File: config.mk
export PLATFORM = sky130hd
export DESIGN_NAME = systolic_skew_deskew_unit
export DESIGN_NICKNAME = d
export VERILOG_FILES = /design/src/rtl/systolic_skew_deskew_unit.sv
export SDC_FILE = /design/constraint.sdc
export NUM_CORES = 2
export LEC_CHECK = 0
export CAP_MARGIN = 30
export CORE_MARGIN = 2
export CORE_UTILIZATION = 59
export DETAILED_ROUTE_END_ITERATION = 16
export GPL_TIMING_DRIVEN = 1
export PLACE_DENSITY = 0.79
export REMOVE_ABC_BUFFERS = 1
export SLEW_MARGIN = 0
export SYNTH_ARGS = -nofsm -noshare
export SYNTH_HDL_FRONTEND = slang
export SYNTH_SLANG_ARGS = --single-unit
File: constraint.sdc
create_clock -name clk -period 57.8 [get_ports clk]
set_input_delay 14.45 -clock clk [delete_from_list [all_inputs] [get_ports clk]]
set_output_delay 14.45 -clock clk [all_outputs]
set_load 0.01 [all_outputs]
File: src/rtl/systolic_skew_deskew_unit.sv
// Per-lane delay unit that converts row vectors into the diagonal wavefront
// the systolic array consumes (skew), or re-aligns its output rows (deskew).
//
// Ports:
//   clk, rst        rising-edge clock, asynchronous active-high reset
//   enable          global advance enable; 0 freezes every register
//   mode            0 = skew, 1 = deskew; only sampled while idle
//   in_valid        data_in carries a beat
//   in_ready        beat can be taken (low only while draining)
//   data_in         input row, lane i = element i
//   flush           start draining in-flight data (honoured in STREAM only)
//   data_out        delayed lanes
//   out_lane_valid  per-lane valid of data_out
//   busy            state is not IDLE
//   drain_done      one-cycle pulse after the last drain advance
module systolic_skew_deskew_unit #(
    parameter int MATRIX_WIDTH = 14,
    parameter int DATA_WIDTH   = 8
) (
    input  logic                                   clk,
    input  logic                                   rst,
    input  logic                                   enable,
    input  logic                                   mode,
    input  logic                                   in_valid,
    output logic                                   in_ready,
    input  logic [MATRIX_WIDTH-1:0][DATA_WIDTH-1:0] data_in,
    input  logic                                   flush,
    output logic [MATRIX_WIDTH-1:0][DATA_WIDTH-1:0] data_out,
    output logic [MATRIX_WIDTH-1:0]                out_lane_valid,
    output logic                                   busy,
    output logic                                   drain_done
);

    localparam int CW = $clog2(MATRIX_WIDTH);
    localparam int NS = MATRIX_WIDTH - 1;
    localparam logic [CW-1:0] DRAIN_LOAD = CW'(NS);
    localparam logic [CW-1:0] CNT_LAST   = CW'(1);

    typedef enum logic [1:0] {
        IDLE,
        STREAM,
        DRAIN
    } state_t;

    state_t         state;
    logic           active_mode;
    logic [CW-1:0]  cnt;

    logic accept;
    logic advance;
    logic mode_eff;

    assign in_ready = (state != DRAIN);
    assign accept   = enable & in_valid & in_ready;
    assign advance  = enable & (accept | (state == DRAIN));
    assign busy     = (state != IDLE);

    // While idle the tap mapping follows the mode input, so the beat that
    // leaves IDLE is routed with the same mode that gets latched with it.
    assign mode_eff = (state == IDLE) ? mode : active_mode;

    // Control FSM. Draining inserts NS zero beats, which flushes every stage.
    always_ff @(posedge clk or posedge rst) begin
        if (rst) begin
            state       <= IDLE;
            active_mode <= 1'b0;
            cnt         <= '0;
            drain_done  <= 1'b0;
        end else if (enable) begin
            drain_done <= 1'b0;
            unique case (state)
                IDLE: begin
                    if (accept) begin
                        state       <= STREAM;
                        active_mode <= mode;
                    end
                end
                STREAM: begin
                    // A coincident beat is still taken this cycle.
                    if (flush) begin
                        state <= DRAIN;
                        cnt   <= DRAIN_LOAD;
                    end
                end
                DRAIN: begin
                    cnt <= cnt - 1'b1;
                    if (cnt == CNT_LAST) begin
                        state      <= IDLE;
                        drain_done <= 1'b1;
                    end
                end
                default: begin
                    state <= IDLE;
                end
            endcase
        end
    end

    for (genvar i = 0; i < MATRIX_WIDTH; i++) begin : g_lane
        localparam int DS = i;
        localparam int DD = MATRIX_WIDTH - 1 - i;

        logic [DATA_WIDTH-1:0] sd [NS];
        logic                  sv [NS];

        logic [DATA_WIDTH-1:0] skew_d;
        logic [DATA_WIDTH-1:0] desk_d;
        logic                  skew_v;
        logic                  desk_v;

        // Stage 0 of the array is delay 1; the chain only moves on advances.
        always_ff @(posedge clk or posedge rst) begin
            if (rst) begin
                for (int s = 0; s < NS; s++) begin
                    sd[s] <= '0;
                    sv[s] <= 1'b0;
                end
            end else if (advance) begin
                sd[0] <= accept ? data_in[i] : '0;
                sv[0] <= accept;
                for (int s = 1; s < NS; s++) begin
                    sd[s] <= sd[s-1];
                    sv[s] <= sv[s-1];
                end
            end
        end

        if (DS == 0) begin : g_skew_comb
            assign skew_d = data_in[i];
            assign skew_v = accept;
        end else begin : g_skew_tap
            assign skew_d = sd[DS-1];
            assign skew_v = sv[DS-1];
        end

        if (DD == 0) begin : g_desk_comb
            assign desk_d = data_in[i];
            assign desk_v = accept;
        end else begin : g_desk_tap
            assign desk_d = sd[DD-1];
            assign desk_v = sv[DD-1];
        end

        assign data_out[i]       = mode_eff ? desk_d : skew_d;
        assign out_lane_valid[i] = mode_eff ? desk_v : skew_v;
    end

endmodule
==> summary.md <==
| Metric | Value |
|---|---|
| Pin count of the biggest net entering global routing | roughly 240 |
| Vertical die dimension | ~280 um |
| Gates resized, CTS repair | 0 |
| Setup Skew | about 0.021 ns |
| Drc violations | 0 |
| Async set or reset register ratio after synthesis | 1.00 |
| Type of the worst min-delay path | flop to flop |
| Number of max-cap violations | 0 |
| Unrepaired setup endpoints after global routing | false |
| P&R area growth vs syn | 16.6% |
| Number of max-slew violations in the final report | 0 |
| Relative slew slack | 0.223 |
| Die outline width | 276 um |
| Via count of the first global-routing pass | around 23000 |
| Clock transition at the register clock pins on the worst setup and hold paths after CTS | around 0.05 ns |
| TritonCTS Sinks | about 1100 |
| Launch point of the critical path | mode |
| Number of hold-slack violations in the final timing report | 0 |
| # setup viols final | 0 |
| Number of vias per cell after detailed routing | 5.49 |
| Startpoint of the most critical register-to-register path | state[1] |
| Standard cell core area | 73200 sq um |
| Die outline area | around 76000 sq um |
| Fraction of the cycle the final worst path needs | 0.545 |
| Antenna diodes | 0 |
| Clock Root Buffer | clkbuf_16 |
| WL/cell | 18.3 um |
| Clock network latency to the later pin of the worst-skew pair | 0.66 ns |
| GRT Resource Usage Total | 0.189 |
| Final weighted congestion in routability-driven placement | 0.769 |
| Number of enable flip-flop cells after synthesis | 0 |
| Power per cell area | 56.3 nW/um^2 |
| Post-CTS setup buffer count | 0 |
| Area fraction of the dominant cell type after synthesis | 0.653 |
| Wire length of the first global-routing pass | 119 mm |
| DPL Wire Length | 42.6 mm |
| Final antenna-violating net count | 0 |
| Aggregate global routing overflow | 0 |
| Number of port buffers | ~250 |
| Post-layout total power | 2.87 mW |
| Number of buffers created by CTS | around 110 |
| Final core utilization | 0.696 |
| Top-Level Pins | 247 |
| FP Rows | 99 |
| Post-synth cell types | 30 |
| Max Root-Sink Buffers | 3 |
| Share of cells above drive strength 1 | 0.453 |
| Arrival time of the worst setup path | between 15 and 20 ns |
| Mean instance size in the synthesized netlist | 16.9 sq um |
| Most numerous cell types in the synthesized netlist | dfrtp_1 (1141), mux2_2 (1099), a22o_1 (115), buf_2 (94), mux2_1 (49) |
| Most used flip-flop cell after synthesis | dfrtp_1 |
| Critical path peak fanout | 64 |
| Fraction of the yosys area taken by sequential cells | 0.653 |
| Final setup TNS | 0 ns |
| Count of routing violations after the opening detailed-route iteration | 1122 |
| Worst setup EP type | primary output |
| Top cells by area in the synthesized netlist | dfrtp_1 (65%), mux2_2 (28%), a22o_1 (2.3%), mux2_1 (1.3%), buf_2 (1.1%) |
| Number of buffers inserted for hold repair after clock tree synthesis | 0 |
| P_leak | 23.7 nW |
| Status | completed |
| Path type of the worst setup path | primary input to primary output |
| H-Tree Depth | 3 |
| Initial antenna violation count | 2 |
| Minimum setup slack in the final design | 26.32 ns |
| Final critical path time including I/O delays and setup | 31.48 ns |
| Source of the worst hold timing path | g_lane[9].sd[68] |
| Measured slew at the worst slew-check pin | 1.17 ns |
| Total via count after detailed routing | around 21000 |
| Summed instance area of the synthesized netlist | 43700 sq um |
| Flop and latch count out of synthesis | 1141 |
| Number of search-and-repair iterations in the first detailed-routing pass | 5 |
| Cell type with the highest aggregate area in the netlist | dfrtp_1 |
| Timing-limited maximum frequency | between 30 and 40 MHz |
| IR Drop Worst-Case VDD | around 38 uV |
| Warning count from the yosys run | 0 |
| Initial Utilization | 0.597 |
| Place WS | 26.35 ns |
| TritonCTS clock tree | yes |
| Launching element type of the critical path | primary input |
| Total wire length | 71.1 mm |
| Net count, final | 2957 |
| Synth Instances | 2592 |
| Required arrival time at the worst endpoint | 43.35 ns |
| Library cell with the highest instance count after synthesis | dfrtp_1 |
-- critical path, stage by stage --
cell and delay (ns):
clkdlybuf4s50_1 0.46, mux2i_4 0.36, buf_4 0.72, mux2_1 0.42, clkdlybuf4s50_1 0.51
-- stage by stage --
| step | hold WS [ns] | instances | cell area (sq um) |
|---|---|---|---|
| after floorplan | 0.453 | 2439 | 42700 |
| after global placement | 0.459 | 3671 | 46600 |
| after detailed placement | 0.474 | 3674 | 46700 |
| after CTS | 0.487 | 3882 | 50700 |
| after global routing | 0.507 | 3891 | 51000 |
| final | 0.484 | 3891 | 51000 |
-- worst paths after layout --
check | to | slack (ns) | cells past startpoint
worst max-delay path | data_out[70] | 26.32 | 5
worst min-delay path | g_lane[9].sd[60] | 0.48 | 1
worst max register to register | g_lane[13].sd[59] | 52.53 | 9
worst min register to register | g_lane[9].sd[60] | 0.48 | 1
max in group asynchronous | g_lane[0].sd[46] | 39.22 | 8
min in group asynchronous | g_lane[9].sd[92] | 14.21 | 2
-- logic make-up (layout without fill, tap and decap cells) --
kind of cell	Yosys count	count (layout)	share of synthesized area
buffers and inverters	159	499	0.0233
AND/OR/NAND/NOR	13	13	0.00180
AO/OA/AOI/OAI	128	128	0.0249
adder cells (fa/ha/maj)	2	2	0.000572
multiplexers	1149	1149	0.296
flip-flops	1141	1141	0.653
-- metal layers --
| metal | GRT usage | part of all wire |
|---|---|---|
| met5 | 0 | 0.00032 |
| met4 | 0.0614 | 0.024 |
| met3 | 0.0319 | 0.035 |
| met2 | 0.326 | 0.51 |
| met1 | 0.245 | 0.43 |
-- layout by cell type, fill, tap and decap left out, drive strengths merged --
cell type      count
nand3b             2
nor2               2
or2                1
a21o               1
nand2              1
and3b              1
dfrtp           1141
o22ai              1
or3                1
a22oi              1
o21ai              6
nor3b              1
clkinvlp           4
mux2i              1
clkbuf           163
nand2b             1
clkinv            19
ha                 2
inv               11
buf               39
a31o               1
nor2b              2
o31a               1
clkdlybuf4s50    246
nand3              1
a22o             115
bufinv            17
a21oi              2
mux2            1148
-- final cells by class --
| type | instances | area [sq um] |
|---|---|---|
| Clock inverter | 45 | 728 |
| Tap cell | 959 | 1200 |
| Inverter | 6 | 30.0 |
| Fill cell | 4585 | 22200 |
| Multi-Input combinational cell | 1292 | 14200 |
| Clock buffer | 163 | 3280 |
| Sequential cell | 1141 | 28600 |
| Timing Repair Buffer | 285 | 3020 |
-- power by group --
group | internal, mW | switching, mW | total [mW]
Sequential | 1.16 | 0.201 | 1.36
Clock | 0.470 | 0.300 | 0.770
Combinational | 0.481 | 0.260 | 0.740
Total | 2.11 | 0.761 | 2.87
-- registers in the layout, indices dropped and copies added (netlist names) --
name / count
g_lane.sd: 912
state: 2
active_mode: 1
cnt: 4
g_lane.sv: 8
g_lane.desk_d: 104
drain_done: 1
g_lane.desk_v: 1
g_lane.skew_v: 4
g_lane.skew_d: 104
(Power assumes the default switching activity.)
